**src/rtl/ctrl_seq_pkg.sv**
```systemverilog
`default_nettype none
// ============================================================================
//  Module      : ctrl_seq_pkg
//  Description : Shared types for the control sequencer: opcode and state
//                encodings, the datapath control-word layout and a small
//                helper used by the sequencer.
//  Revision    : 1.0  initial release
// ============================================================================
package ctrl_seq_pkg;

  // Width of the encoded opcode set below; the decoder adapts OP_W to this.
  localparam int c_OPC_W = 4;

  typedef enum logic [c_OPC_W-1:0] {
    NOP = 4'h0,
    LDA = 4'h1,
    LDB = 4'h2,
    ADD = 4'h3,
    SUB = 4'h4,
    JMP = 4'h5,
    JC  = 4'h6,
    JZ  = 4'h7,
    HLT = 4'hF
  } opcode_e;

  typedef enum logic [1:0] {
    FETCH = 2'd0,
    EXEC  = 2'd1,
    WAIT  = 2'd2,
    HALT  = 2'd3
  } state_e;

  typedef struct packed {
    logic load_a;
    logic load_b;
    logic en_a;
    logic en_b;
    logic add;
    logic sub;
    logic fi;
  } ctrl_word_t;

  localparam ctrl_word_t c_CTRL_IDLE = '0;

  // True when the control word writes one of the A/B registers from imm_out.
  function automatic logic ctrl_is_load(input ctrl_word_t c);
    return c.load_a | c.load_b;
  endfunction

endpackage : ctrl_seq_pkg
`default_nettype wire

```
**src/rtl/ctrl_decode.sv**
```systemverilog
`default_nettype none
// ============================================================================
//  Module      : ctrl_decode
//  Description : Purely combinational opcode decoder. Maps an opcode plus the
//                ALU flags to the datapath control word and the sequencing
//                hints (jump taken, halt, ALU op needing a settle cycle).
//  Ports       :
//    i_opc         in   OP_W   opcode field of the instruction
//    i_carry       in   1      ALU carry flag
//    i_zero        in   1      ALU zero flag
//    o_ctrl        out  ctrl_word_t  strobes for this instruction
//    o_jump_taken  out  1      pc is to be loaded from the operand
//    o_is_halt     out  1      instruction is HLT
//    o_is_alu      out  1      instruction is ADD/SUB (needs a WAIT cycle)
//  Revision    : 1.0  initial release
// ============================================================================
module ctrl_decode
  import ctrl_seq_pkg::*;
#(
  parameter int OP_W = 4
) (
  input  logic [OP_W-1:0] i_opc,
  input  logic            i_carry,
  input  logic            i_zero,
  output ctrl_word_t      o_ctrl,
  output logic            o_jump_taken,
  output logic            o_is_halt,
  output logic            o_is_alu
);

  logic [c_OPC_W-1:0] w_opc_raw;
  opcode_e            w_opc;

  // Fit the configured opcode field onto the fixed opcode encoding.
  generate
    if (OP_W >= c_OPC_W) begin : g_opc_fit
      assign w_opc_raw = i_opc[c_OPC_W-1:0];
    end else begin : g_opc_ext
      assign w_opc_raw = {{(c_OPC_W-OP_W){1'b0}}, i_opc};
    end
  endgenerate

  assign w_opc = opcode_e'(w_opc_raw);

  always_comb begin
    o_ctrl       = c_CTRL_IDLE;
    o_jump_taken = 1'b0;
    o_is_halt    = 1'b0;
    o_is_alu     = 1'b0;
    case (w_opc)
      LDA: o_ctrl.load_a = 1'b1;
      LDB: o_ctrl.load_b = 1'b1;
      ADD: begin
        o_ctrl.en_a = 1'b1;
        o_ctrl.en_b = 1'b1;
        o_ctrl.add  = 1'b1;
        o_ctrl.fi   = 1'b1;
        o_is_alu    = 1'b1;
      end
      SUB: begin
        o_ctrl.en_a = 1'b1;
        o_ctrl.en_b = 1'b1;
        o_ctrl.sub  = 1'b1;
        o_ctrl.fi   = 1'b1;
        o_is_alu    = 1'b1;
      end
      JMP: o_jump_taken = 1'b1;
      JC:  o_jump_taken = i_carry;
      JZ:  o_jump_taken = i_zero;
      HLT: o_is_halt    = 1'b1;
      // NOP and every unassigned opcode execute as NOP.
      default: ;
    endcase
  end

endmodule : ctrl_decode
`default_nettype wire

```
**src/rtl/ctrl_seq.sv**
```systemverilog
`default_nettype none
// ============================================================================
//  Module      : ctrl_seq
//  Description : Control sequencer for the A/B register + ALU datapath.
//                Fetches 8-bit instructions over a valid/ready handshake,
//                drives registered datapath strobes, the immediate bus and
//                the program counter, and branches on the ALU flags.
//  Configuration macro : CTRL_SEQ_RETIRE_CNT_EN
//                defined   -> adds 16-bit saturating retired-instruction count
//                undefined -> no counter, no port
//  Ports       :
//    clk          in   1       system clock, rising edge
//    rst          in   1       asynchronous reset, active-high
//    instr        in   DATA_W  instruction word {opcode, operand}
//    instr_valid  in   1       instr is valid
//    instr_ready  out  1       sequencer accepts instr (FETCH only)
//    pc           out  PC_W    fetch address
//    carry/zero   in   1       ALU flags, sampled during EXEC
//    load_a/b     out  1       load A/B from imm_out
//    en_a/b       out  1       A/B output enables
//    add/sub/fi   out  1       ALU strobes
//    imm_out      out  DATA_W  zero-extended operand during LDA/LDB
//    halted       out  1       sequencer in HALT
//    retired      out  16      (macro only) executed-instruction count
//  Revision    : 1.0  initial release
// ============================================================================
module ctrl_seq
  import ctrl_seq_pkg::*;
#(
  parameter int PC_W   = 4,
  parameter int DATA_W = 8,
  parameter int OP_W   = 4
) (
  input  logic              clk,
  input  logic              rst,
  input  logic [DATA_W-1:0] instr,
  input  logic              instr_valid,
  output logic              instr_ready,
  output logic [PC_W-1:0]   pc,
  input  logic              carry,
  input  logic              zero,
  output logic              load_a,
  output logic              load_b,
  output logic              en_a,
  output logic              en_b,
  output logic              add,
  output logic              sub,
  output logic              fi,
  output logic [DATA_W-1:0] imm_out,
  output logic              halted
`ifdef CTRL_SEQ_RETIRE_CNT_EN
  ,
  output logic [15:0]       retired
`endif
);

  localparam int OPND_W = DATA_W - OP_W;

  // Registered state
  state_e            r_state;
  logic [PC_W-1:0]   r_pc;
  logic [DATA_W-1:0] r_ir;
  ctrl_word_t        r_ctrl;
  logic [DATA_W-1:0] r_imm;
  logic              r_ready;
  logic              r_halted;

  // Next-state values
  state_e            w_state_nxt;
  logic [PC_W-1:0]   w_pc_nxt;
  logic [DATA_W-1:0] w_ir_nxt;
  ctrl_word_t        w_ctrl_nxt;
  logic [DATA_W-1:0] w_imm_nxt;

  // Decoder interface
  logic [OP_W-1:0]   w_dec_opc;
  ctrl_word_t        w_dec_ctrl;
  logic              w_dec_jump;
  logic              w_dec_halt;
  logic              w_dec_alu;

  logic              w_accept;
  logic [DATA_W-1:0] w_imm_ext;
  logic [OPND_W-1:0] w_opnd;
  logic [PC_W-1:0]   w_jmp_pc;
  logic [PC_W-1:0]   w_pc_inc;

  // Strobes are registered, so for them to be visible during EXEC they are
  // decoded from the incoming word at the accept edge. Jump/halt/ALU hints
  // are taken from IR during EXEC, when the live flags are the ones to use.
  assign w_dec_opc = (r_state == FETCH) ? instr[DATA_W-1 -: OP_W]
                                        : r_ir[DATA_W-1 -: OP_W];

  ctrl_decode #(
    .OP_W (OP_W)
  ) u_decode (
    .i_opc        (w_dec_opc),
    .i_carry      (carry),
    .i_zero       (zero),
    .o_ctrl       (w_dec_ctrl),
    .o_jump_taken (w_dec_jump),
    .o_is_halt    (w_dec_halt),
    .o_is_alu     (w_dec_alu)
  );

  assign w_accept  = instr_valid & r_ready;
  assign w_imm_ext = {{OP_W{1'b0}}, instr[OPND_W-1:0]};
  assign w_opnd    = r_ir[OPND_W-1:0];
  assign w_pc_inc  = r_pc + {{(PC_W-1){1'b0}}, 1'b1};

  // Jump target: operand truncated or zero-extended to the pc width.
  generate
    if (PC_W <= OPND_W) begin : g_jmp_trunc
      assign w_jmp_pc = w_opnd[PC_W-1:0];
    end else begin : g_jmp_ext
      assign w_jmp_pc = {{(PC_W-OPND_W){1'b0}}, w_opnd};
    end
  endgenerate

  // Next-state and next-output logic
  always_comb begin
    w_state_nxt = r_state;
    w_pc_nxt    = r_pc;
    w_ir_nxt    = r_ir;
    w_ctrl_nxt  = c_CTRL_IDLE;
    w_imm_nxt   = '0;
    case (r_state)
      FETCH: begin
        if (w_accept) begin
          w_ir_nxt    = instr;
          w_pc_nxt    = w_pc_inc;
          w_state_nxt = EXEC;
          w_ctrl_nxt  = w_dec_ctrl;
          if (ctrl_is_load(w_dec_ctrl)) begin
            w_imm_nxt = w_imm_ext;
          end
        end
      end
      EXEC: begin
        if (w_dec_halt) begin
          w_state_nxt = HALT;
        end else if (w_dec_alu) begin
          w_state_nxt = WAIT;
        end else begin
          w_state_nxt = FETCH;
        end
        if (w_dec_jump) begin
          w_pc_nxt = w_jmp_pc;
        end
      end
      WAIT:    w_state_nxt = FETCH;
      HALT:    w_state_nxt = HALT;
      default: w_state_nxt = FETCH;
    endcase
  end

  // State and output registers
  always_ff @(posedge clk or posedge rst) begin
    if (rst) begin
      r_state  <= FETCH;
      r_pc     <= '0;
      r_ir     <= '0;
      r_ctrl   <= c_CTRL_IDLE;
      r_imm    <= '0;
      r_ready  <= 1'b0;
      r_halted <= 1'b0;
    end else begin
      r_state  <= w_state_nxt;
      r_pc     <= w_pc_nxt;
      r_ir     <= w_ir_nxt;
      r_ctrl   <= w_ctrl_nxt;
      r_imm    <= w_imm_nxt;
      // Ready/halted are registered so they are low throughout reset and
      // track the state they describe exactly.
      r_ready  <= (w_state_nxt == FETCH);
      r_halted <= (w_state_nxt == HALT);
    end
  end

  assign instr_ready = r_ready;
  assign pc          = r_pc;
  assign load_a      = r_ctrl.load_a;
  assign load_b      = r_ctrl.load_b;
  assign en_a        = r_ctrl.en_a;
  assign en_b        = r_ctrl.en_b;
  assign add         = r_ctrl.add;
  assign sub         = r_ctrl.sub;
  assign fi          = r_ctrl.fi;
  assign imm_out     = r_imm;
  assign halted      = r_halted;

`ifdef CTRL_SEQ_RETIRE_CNT_EN
  // One count per EXEC cycle (HLT included), saturating at all-ones.
  logic [15:0] r_retired;

  always_ff @(posedge clk or posedge rst) begin
    if (rst) begin
      r_retired <= '0;
    end else if ((r_state == EXEC) && (r_retired != 16'hFFFF)) begin
      r_retired <= r_retired + 16'd1;
    end
  end

  assign retired = r_retired;
`else
  // Retired-instruction counter not built.
`endif

endmodule : ctrl_seq
`default_nettype wire

```
**config.mk**
```make
export PLATFORM = sky130hd
export DESIGN_NAME = ctrl_seq
export DESIGN_NICKNAME = d
export VERILOG_FILES = /design/src/rtl/ctrl_seq_pkg.sv /design/src/rtl/ctrl_decode.sv /design/src/rtl/ctrl_seq.sv
export SDC_FILE = /design/constraint.sdc
export NUM_CORES = 1
export LEC_CHECK = 0
export BUFFER_PORTS_ARGS = -buffer_cell sky130_fd_sc_hd__buf_2
export CAP_MARGIN = 25
export CORE_MARGIN = 5
export CORE_UTILIZATION = 35
export DETAILED_ROUTE_END_ITERATION = 16
export GPL_TIMING_DRIVEN = 0
export SLEW_MARGIN = 0
export SYNTH_ARGS = -nofsm -noshare
export SYNTH_HDL_FRONTEND = slang
export SYNTH_SLANG_ARGS = --single-unit
```
**constraint.sdc**
```tcl
create_clock -name clk -period 5.2 [get_ports clk]
set_input_delay 1.04 -clock clk [delete_from_list [all_inputs] [get_ports clk]]
set_output_delay 1.04 -clock clk [all_outputs]
set_load 0.02 [all_outputs]
```
Word-level counts from Yosys, hierarchy flattened
Index checks and enable logic that the tools add are counted.
- input bits: 13
- output and inout port bits: 21
- logic and storage cells: 57
- flip-flop bits (word level): 31
- bitwise logic cells: 2
- equality and inequality tests: 14
- muxes and demuxes: 21
- add/subtract/negate cells: 1
- reductions and logical operators: 6
- operators by type and width (cell ; count):
    $mux 4 ; 6
    $eq 4x3->1 const B ; 4
    $mux 7 ; 2
    $eq 4x2->1 const B ; 2
    $mux 2 ; 4
    $pmux 2 s4 ; 1
    $pmux 4 s2 ; 1
    $eq 2x2->1 const B ; 3
    $mux 1 ; 6
    $add 4x1->4 const B ; 1
    $eq 4x1->1 const B ; 1
    $eq 4x4->1 const B ; 1
    $logic_not 2->1 ; 2
    $pmux 1 s3 ; 1
    $reduce_and 3->1 ; 1
    $eq 2x1->1 const B ; 1
    $ne 2x1->1 const B ; 1
    $ne 2x2->1 const B ; 1
    $reduce_and 2->1 ; 1
    $reduce_bool 2->1 ; 1
    $reduce_or 2->1 ; 1
    $and 1x1->1 ; 1
    $or 1x1->1 ; 1

Logic depth before layout (Yosys ltp)
- depth after elaboration: 9
- mapped depth: 7
- depth with buffers taken out: 5

Modules after synthesis
A second synthesis with hierarchy kept.
- cells, all modules: 105
- area, all modules: 1234.9 um2
- modules (own cells, without submodules) (module ; instances ; sequential area each (um2) ; area each (um2) ; cells each):
    ctrl_seq ; 1 ; 675.6 ; 1123.6 ; 86
    ctrl_decode ; 1 ; 0.0 ; 111.4 ; 19

Worst setup path before layout
Ideal clock, no wire load.
- path kind: input to register
- from: in instr[4]
- to: reg r_pc[1], in the netlist pc[1]
- arrival: 2.162 ns
- stages on the path: 5
- setup slack: 2.913 ns
- cells stage by stage: nor4b_2 > a31oi_1 > o221a_2 > o21a_2 > mux2_4
- longest elaborated chain between the ends: 5
- RTL lines (what ; line ; text):
    start, declared ; ctrl_seq.sv:36 ; input logic [DATA_W-1:0] instr,
    $mux 4 (*) ; ctrl_seq.sv:91 ; assign w_dec_opc = (r_state == FETCH) ? instr[DATA_W-1 -: OP_W]
    $eq 4x3->1 ; ctrl_decode.sv:50 ; case (w_opc)
    $pmux 1 s3 (*) ; ctrl_decode.sv:50 ;
    $ne 2x1->1 (no line) (*) ; n/a ;
    $reduce_and 3->1 (no line) (*) ; n/a ;
    end signal, assigned ; ctrl_seq.sv:169 ; r_pc <= w_pc_nxt;
    end, declared ; ctrl_seq.sv:61 ; logic [PC_W-1:0] r_pc;
Every way passes the cells marked *; elsewhere a longest branch is shown, timed or not.
A chain may end at the register's enable or synchronous reset.

Worst setup path in the final report
- from: in instr[4]
- to: reg r_ready, in the netlist instr_ready
- longest elaborated chain between the ends: 8
- RTL lines (what ; line ; text):
    $mux 4 (*) ; ctrl_seq.sv:91 ;
    $eq 4x2->1 / $eq 4x3->1 (equally long branches) ; ctrl_decode.sv:50 ;
    $reduce_or 2->1 (no line) ; n/a ;
    $mux 1 ; ctrl_decode.sv:50 ;
    $mux 2 ; ctrl_seq.sv:142 ; end else if (w_dec_alu) begin
    $mux 2 (*) ; ctrl_seq.sv:140 ; if (w_dec_halt) begin
    $pmux 2 s4 (*) ; ctrl_seq.sv:127 ; case (r_state)
    named net w_state_nxt[1] ; ctrl_seq.sv:69 ; state_e w_state_nxt;
    $logic_not 2->1 (*) ; ctrl_seq.sv:175 ; r_ready <= (w_state_nxt == FETCH);
    end signal, assigned ; ctrl_seq.sv:175 ;
    end, declared ; ctrl_seq.sv:65 ; logic r_ready;
The timed path passes the listed nets; every way through them passes the cells marked *.

==> out/metrics.cfg <==
[global_route]
use_met2_pct=21.1
grt_util_met1_pct=12.6
grt_pass1_wl_mm=4.04
track_usage_pct=11.4
grt-ovfl-total=0
busiest_layer=met2
grt_pass1_vias=967
grt_start_max_net_pins=26
use_met3_pct=1.13
antenna_found_initial=0

[power_and_ir_drop]
powerDensity_nw_per_um2=522
seqPwrFrac_pct=41.9
power.switching_mw=0.330
clockPowerShare_pct=12.5
power.internal_mw=0.427
p_comb_share_pct=45.6
leakagePower_nw=0.761
swShare_pct=43.6
p_total_mw=0.757
ir_drop_uv=136

[drt]
wl_per_cell_microns=12.4
drt_iter0_drc=43
ant_nets=0
wirelength_mm=2.61
drc=0
via_count=1016
drtPass1Iterations=5
viasPerCell=4.82

[placement]
io_buffers=29
placed_cell_area_sq_um=1420
gp_congestion=0.887
preCtsSetupSlack_ps=2620
dp_hpwl_mm=2.01
dp.cells=207

[timing]
drv_slew=0
tightest_slew_ps=904
final.min_clock_period_ps=2230
hold_violations=0
rsz0062_at_grt=no
finalCritPeriodShare_pct=42.8
worst_slack_ps=2970
tns_ps=0
whs_ps=509
final-setup-viol-count=0
fmax_mhz=449
slew_headroom_pct=39.7
clock_skew_ps=7.99

[finish]
diodes=0
final_core_util_pct=43.5
drive_gt1_share_pct=28.5
fin_cells=211
syn_to_final_growth_pct=20.2
num-fill-cells=364
fin_area_sq_um=1450
fin_nets=180

[min_path]
hp-class=reg -> reg

[worst_setup_path]
crit_path_end_kind=register
critPathTopFamily=simple AND/OR/NAND/NOR gates
critical_path_class=in -> reg
path_buf_inv=1
cp-start-kind=primary input
cpPeakStageDelay_ps=540
critPathSlowestCell=or4_1
crit_fanout=7
crit_arrival_ps=2450
path_cells=buf_2 -> or4_1 -> o31ai_1 -> mux2i_1 -> a311oi_1 -> nor2_1
critical_path_required_ps=5420

[logic_synthesis]
synth_cells=129
synth_top_area_share_pct=51.9
ys_top_cells_by_count=nand2_1, dfrtp_1, nor2_1
ys_seq_elements=25
yosysSeqAreaShare_pct=51.9
ys_warn_count=0
synthFlopType=dfrtp_1
yosysMostFrequentCell=nand2_1
synthDistinctLibCells=39
ys_top_cells_by_area=dfrtp_1, nand2_1, buf_4
synth_async_sr_flop_share_pct=100
syn-mean-instance-area_sq_um=9.35
syn_area_sq_um=1210
synth_edf_count=0
synth_top_cell_by_area=dfrtp_1

[cts]
cts_resized=0
clk_transition_reported_paths_ps=150
cts_inserted_buffers=3
postCtsHoldBufs=0
clockRootBuffer=clkbuf_4
insertion_delay_ps=340
cts_tree=done
clock_path_buffers=2
clock_sinks=25
h-tree-depth=1
cts_setup_buffers=0

[floorplan]
start_util_pct=36.1
rows=21
die_h_microns=68.7
die_w_microns=68.7
num_io_pins=34
coreArea_sq_um=3340
fp.dieArea_sq_um=4720

[run]
maxCapViolations=0

[status]
status=finished, final reports clean

final timing paths:
path                             from     endpoint  slack [ps]  cells past startpoint
hold / removal                r_ir[2]      r_ir[2]         510                      2
max in group asynchronous         rst      r_ir[4]        3780                      2
hold reg to reg               r_ir[2]      r_ir[2]         510                      2
setup reg to reg           r_state[1]        pc[1]        3330                      6
min in group asynchronous         rst        pc[1]         870                      2
setup / recovery             instr[4]  instr_ready        2970                      6
kinds of logic (layout without fill, tap and decap cells):
group,count (synthesis),after routing,share of synthesized area [%]
buf+inv,15,48,6.95
other cells,1,4,0.311
mux,3,3,2.90
simple gates,60,60,23.0
fa+ha+maj,1,1,1.04
xor+xnor,2,2,1.45
compound gates,22,22,12.4
flops,25,25,51.9
layout by cell type (no fill, tap or decap), drive strengths merged, types with 2 or more instances in the layout:
cell type,synthesis,final
buf,8,37
dfrtp,25,25
mux2i,2,2
nand2,29,29
o21ai,8,8
inv,6,6
and3,3,3
a211oi,2,2
or2,2,2
a31oi,2,2
conb,1,4
nor2,14,14
nand3,3,3
clkbuf,1,4
nor3,2,2
worst reg2reg max path: stages, from the launching register on:
cell and delay [ps]:
dfrtp_1 390, buf_4 160, or2_4 250, a31oi_1 210, o221a_2 260, o21a_2 200, mux2_4 300
power groups by stage:
stage               Clock [mW]  Combinational [mW]  Sequential [mW]
floorplan                    0               0.230            0.339
global placement             0               0.337            0.318
finish                  0.0944               0.345            0.317
global route             0.104               0.383            0.325
detailed placement           0               0.346            0.320
CTS                     0.0947               0.346            0.317
per-layer routing:
metal | share of wire (%) | wire length, microns | up-vias
met4 | 2.4 | 63 | 0
met3 | 5.4 | 140 | 9
li1 | - | - | 499
met1 | 43 | 1120 | 469
met5 | 0 | 0 | -
met2 | 49 | 1290 | 39
registers in the layout, indices dropped and copies added, names as in the netlist, 2 cells and up:
signal   count
r_ir         8
pc           4
imm_out      4
r_state      2
layout make-up:
cell class                      count  area [sq um]  area share, %
Clock inverter                      1          7.51          0.518
Timing Repair Buffer               29           145           10.0
Clock buffer                        3          22.5           1.55
Inverter                            6          22.5           1.55
Tap cell                           46          57.6           3.97
Buffer                              9          61.3           4.23
Sequential cell                    25           626           43.1
Multi-Input combinational cell     92           508           35.0
Note: power is estimated with default switching activity, not from simulation.
